[config.mk]
export PLATFORM = sky130hd
export DESIGN_NAME = bus_arbiter_2to1_16bit
export DESIGN_NICKNAME = d
export VERILOG_FILES = /design/src/rtl/bus_arbiter_2to1_16bit.sv
export SDC_FILE = /design/constraint.sdc
export NUM_CORES = 1
export LEC_CHECK = 0
export BUFFER_PORTS_ARGS = -buffer_cell sky130_fd_sc_hd__clkbuf_2
export CORE_MARGIN = 8
export CORE_UTILIZATION = 53
export DETAILED_ROUTE_END_ITERATION = 6
export GPL_ROUTABILITY_DRIVEN = 0
export HOLD_SLACK_MARGIN = 0.06
export PLACE_DENSITY = 0.84
export SLEW_MARGIN = 20
export SYNTH_ARGS = -nofsm -noshare
export SYNTH_HDL_FRONTEND = slang
export SYNTH_SLANG_ARGS = --single-unit
[constraint.sdc]
create_clock -name clk -period 4.5 [get_ports clk]
set_clock_uncertainty 0.2 [all_clocks]
set_input_delay 0.45 -clock clk [delete_from_list [all_inputs] [get_ports clk]]
set_output_delay 0.45 -clock clk [all_outputs]
set_load 0.05 [all_outputs]
[src/rtl/bus_arbiter_2to1_16bit.sv]
// Two-requester arbiter for a shared 16-bit bus.
// Alternates on ties, caps tenure when the other side waits, registers data.
module bus_arbiter_2to1_16bit #(
  parameter int MAX_HOLD = 8
) (
  input  logic        clk,
  input  logic        reset_n,
  input  logic        req0,
  input  logic        req1,
  input  logic        done0,
  input  logic        done1,
  input  logic [15:0] in0,
  input  logic [15:0] in1,
  output logic        grant0,
  output logic        grant1,
  output logic        select,
  output logic [15:0] q,
  output logic        q_valid,
  output logic        busy
);

  typedef enum logic [1:0] {
    IDLE   = 2'd0,
    GRANT0 = 2'd1,
    GRANT1 = 2'd2
  } state_t;

  localparam logic [7:0] HOLD_LAST = 8'(MAX_HOLD - 1);

  state_t      state_q, state_d;
  logic [7:0]  hold_cnt_q, hold_cnt_d;
  logic        last_q, last_d;
  logic [15:0] q_q, q_d;
  logic        q_valid_q, q_valid_d;

  logic        hold_sat;
  logic        rel0, rel1;

  assign hold_sat = (hold_cnt_q == HOLD_LAST);
  assign rel0 = done0 | ~req0 | (hold_sat & req1);
  assign rel1 = done1 | ~req1 | (hold_sat & req0);

  always_comb begin
    state_d   = state_q;
    hold_cnt_d = hold_sat ? hold_cnt_q : hold_cnt_q + 8'd1;
    last_d    = last_q;
    q_d       = q_q;
    q_valid_d = 1'b0;

    unique case (state_q)
      IDLE: begin
        hold_cnt_d = 8'd0;
        if (req0 && req1)
          state_d = last_q ? GRANT0 : GRANT1;
        else if (req0)
          state_d = GRANT0;
        else if (req1)
          state_d = GRANT1;
      end
      GRANT0: begin
        if (req0) begin
          q_d       = in0;
          q_valid_d = 1'b1;
        end
        if (rel0)
          state_d = req1 ? GRANT1 : IDLE;
      end
      GRANT1: begin
        if (req1) begin
          q_d       = in1;
          q_valid_d = 1'b1;
        end
        if (rel1)
          state_d = req0 ? GRANT0 : IDLE;
      end
      default: state_d = IDLE;
    endcase

    // Entering a grant restarts tenure and records who was served.
    if (state_d != state_q) begin
      hold_cnt_d = 8'd0;
      if (state_d == GRANT0) last_d = 1'b0;
      if (state_d == GRANT1) last_d = 1'b1;
    end
  end

  always_ff @(posedge clk or negedge reset_n) begin
    if (!reset_n) begin
      state_q    <= IDLE;
      hold_cnt_q <= 8'd0;
      last_q     <= 1'b1;
      q_q        <= 16'h0000;
      q_valid_q  <= 1'b0;
    end else begin
      state_q    <= state_d;
      hold_cnt_q <= hold_cnt_d;
      last_q     <= last_d;
      q_q        <= q_d;
      q_valid_q  <= q_valid_d;
    end
  end

  assign grant0  = (state_q == GRANT0);
  assign grant1  = (state_q == GRANT1);
  assign select  = (state_q == GRANT1);
  assign busy    = grant0 | grant1;
  assign q       = q_q;
  assign q_valid = q_valid_q;

endmodule

==> flow_metrics.tcl <==
set metrics [dict create \
    grt_overflow_total 0 \
    slowest_delay_ps 470 \
    netlist_instances 162 \
    fin_total_pwr_uw 1548 \
    track_usage_pct 15.57 \
    slew_headroom_pct 55.89 \
    final_area_sq_um 2061 \
    area_delta_synth_final_pct 21.82 \
    cp-start-kind "register" \
    mostFrequentLayoutCell "clkbuf_2" \
    p_sw_share_pct 54.08 \
    ios 59 \
    yosysSeqAreaShare_pct 41.49 \
    clk_latency_ps 330 \
    synthFlopType "dfrtp_1" \
    seqPwrFrac_pct 26.2 \
    grt_pass1_wl_mm 6.686 \
    wl_per_cell_um 14.82 \
    setup_viol 0 \
    cts_resized 0 \
    register_area_sq_um 701.9 \
    p_clk_share_pct 10.6 \
    r2r-start "state_q[1]" \
    drive_gt1_share_pct 40.37 \
    die_y_um 72.50 \
    antennaDiodeCount 0 \
    layout_common_cells "clkbuf_2 (58), dfrtp_1 (27), mux2i_1 (20)" \
    drt-total-wl_mm 3.883 \
    startpoint "state_q[1]" \
    numPortBuffers 58 \
    cts_tree "done" \
    required_ps 4570 \
    hold_viol 0 \
    clk_pin_slew_ps 150 \
    slew_violations 0 \
    period_share_pct 59.65 \
    maxCapViolations 0 \
    fmax_mhz 372.5 \
    min_period_ps 2684 \
    vias_per_cell 5.370 \
    drtIter0Drc 48 \
    p_comb_share_pct 63.1 \
    cts.path.max_buffers 2 \
    reg2reg_depth 10 \
    leakage_uw 0.0009531 \
    nFillCells 250 \
    crit_arrival_ps 2750 \
    nets 263 \
    criticalPathCategory "reg2reg" \
    htreeDepth 1 \
    vias 1407 \
    cts_buffers 3 \
    rsz0062_at_grt "no" \
    multi_input_area_sq_um 913.4 \
    dpl_cell_area_sq_um 1998 \
    async_flop_share_pct 100.0 \
    holdPathStages 3 \
    r2r_end "last_q" \
    synth_cell_types 41 \
    chipWidth_um 72.50 \
    r2r_slack_ps 1820 \
    synth_warnings 0 \
    grt_antenna_before_repair 0 \
    ant_nets 0 \
    start_util_pct 55.41 \
    path_cells "inv_1 -> ha_1 -> or2b_2 -> and2b_2 -> a311oi_1 -> ha_1 -> inv_1 -> nand2_1 -> o211ai_1 -> o32ai_1" \
    setup_tns_ps 0 \
    crit_path_max_fanout 7 \
    synth_nets 206 \
    p_sw_uw 836.9 \
    core_area_sq_um 3053 \
    place_hpwl_mm 3.142 \
    cp-end-kind "register" \
    firstDrtPassIters 4 \
    tightest_slew_ps 661.6 \
    ir_worst_vdd_mv 0.4614 \
    synth_seq_cells 28 \
    cp_slowest_cell "dfrtp_1" \
    hold_class "in2reg" \
    cts.sink_count 28 \
    p_int_uw 710.7 \
    syn_avg_cell_area_sq_um 10.44 \
    grt_pass1_vias 1507 \
    die-area_sq_um 5256 \
    synth_area_sq_um 1692 \
    crit_end "last_q" \
    grt_max_degree 33 \
    outcome "complete, no violations" \
    remaining_drc_errors 0 \
    synth_edf_count 0 \
    num_rows 20 \
    power_density_nw_per_um2 751.0 \
    clockRootBuffer "clkbuf_4" \
]
how the worst min path moves through the flow:
| stage | startpoint | end | slack (ps) |
|---|---|---|---|
| global route | in0[14] | q[14] | 200 |
| detailed placement | reset_n | hold_cnt_q[0] | 320 |
| global placement | reset_n | hold_cnt_q[0] | 310 |
| floorplan | reset_n | hold_cnt_q[0] | -50 |
| CTS | in0[7] | q[7] | 210 |
| finish | in0[13] | q[13] | 200 |
kinds of logic after synthesis:
logic type	Yosys count	synth area share [%]
simple gates	53	21.38
fa+ha+maj	6	4.438
xor+xnor	6	3.106
mux	20	11.83
buf+inv	15	4.733
flops	28	41.49
compound gates	34	13.02
repair_timing:
action | CTS | global route
hold buffers | 1 | 0
hold endpoints to repair | 27 | 0
setup buffers | 0 | 0
synthesized netlist by cell type, drive strengths merged (3+ instances only):
cell | number | area (sq um)
buf | 6 | 46.28
dfrtp | 27 | 675.7
nor2 | 17 | 63.81
nand2b | 4 | 25.02
mux2i | 20 | 200.2
o21a | 3 | 22.52
xor2 | 4 | 35.03
a21oi | 21 | 116.4
clkbuf | 3 | 11.26
nor4 | 9 | 106.4
inv | 6 | 22.52
ha | 6 | 75.07
or2b | 3 | 25.03
nand2 | 3 | 11.26
nand3 | 7 | 40.04
per-stage QoR:
stage	hold slack (ps)	util, %	setup WS (ps)	std cells
6_report	202.8	67.50	1816	262
5_1_grt	197.7	67.50	1598	262
4_1_cts	205.3	67.50	1856	262
3_5_place_dp	321.9	65.45	1895	257
3_3_place_gp	311.4	65.45	1907	257
2_1_floorplan	-45.59	-	1781	162
layout make-up:
| type | count | area share [%] |
|---|---|---|
| multi-input combinational | 119 | 44.32 |
| sequential | 28 | 34.06 |
| timing repair buffer | 61 | 15.30 |
| tap | 44 | 2.672 |
| clock inverter | 1 | 1.457 |
| clock buffer | 3 | 1.093 |
| inverter | 6 | 1.093 |
power by group through the flow:
| stage | registers, uW | logic, uW | clock network [uW] |
|---|---|---|---|
| floorplan | 659 | 551 | 0 |
| global placement | 411 | 962 | 0 |
| detailed placement | 409 | 981 | 0 |
| CTS | 406 | 984 | 166 |
| global route | 419 | 1050 | 176 |
| finish | 406 | 977 | 165 |
per-layer routing:
| metal | global-route usage [%] | routed length [um] | vias to the layer above |
|---|---|---|---|
| met5 | 0 | 0 | - |
| met4 | 4.889 | 80 | 0 |
| met3 | 4.683 | 297 | 10 |
| met2 | 27.68 | 1937 | 52 |
| met1 | 17.26 | 1569 | 653 |
| li1 | - | - | 692 |
critical path: cells and delay by family, from the launching register on:
| kind | cells | cell delay, ps |
|---|---|---|
| adder cells (fa/ha/maj) | 2 | 570 |
| buffers and inverters | 2 | 230 |
| AO/OA/AOI/OAI | 3 | 660 |
| AND/OR/NAND/NOR | 3 | 500 |
| flip-flops | 1 | 470 |
registers in the layout (all words and copies together) (netlist names):
signal / flops
hold_cnt_q: 8
last_q: 1
q: 16
q_valid: 1
state_q: 2
Note: power is estimated with default switching activity, not from simulation.
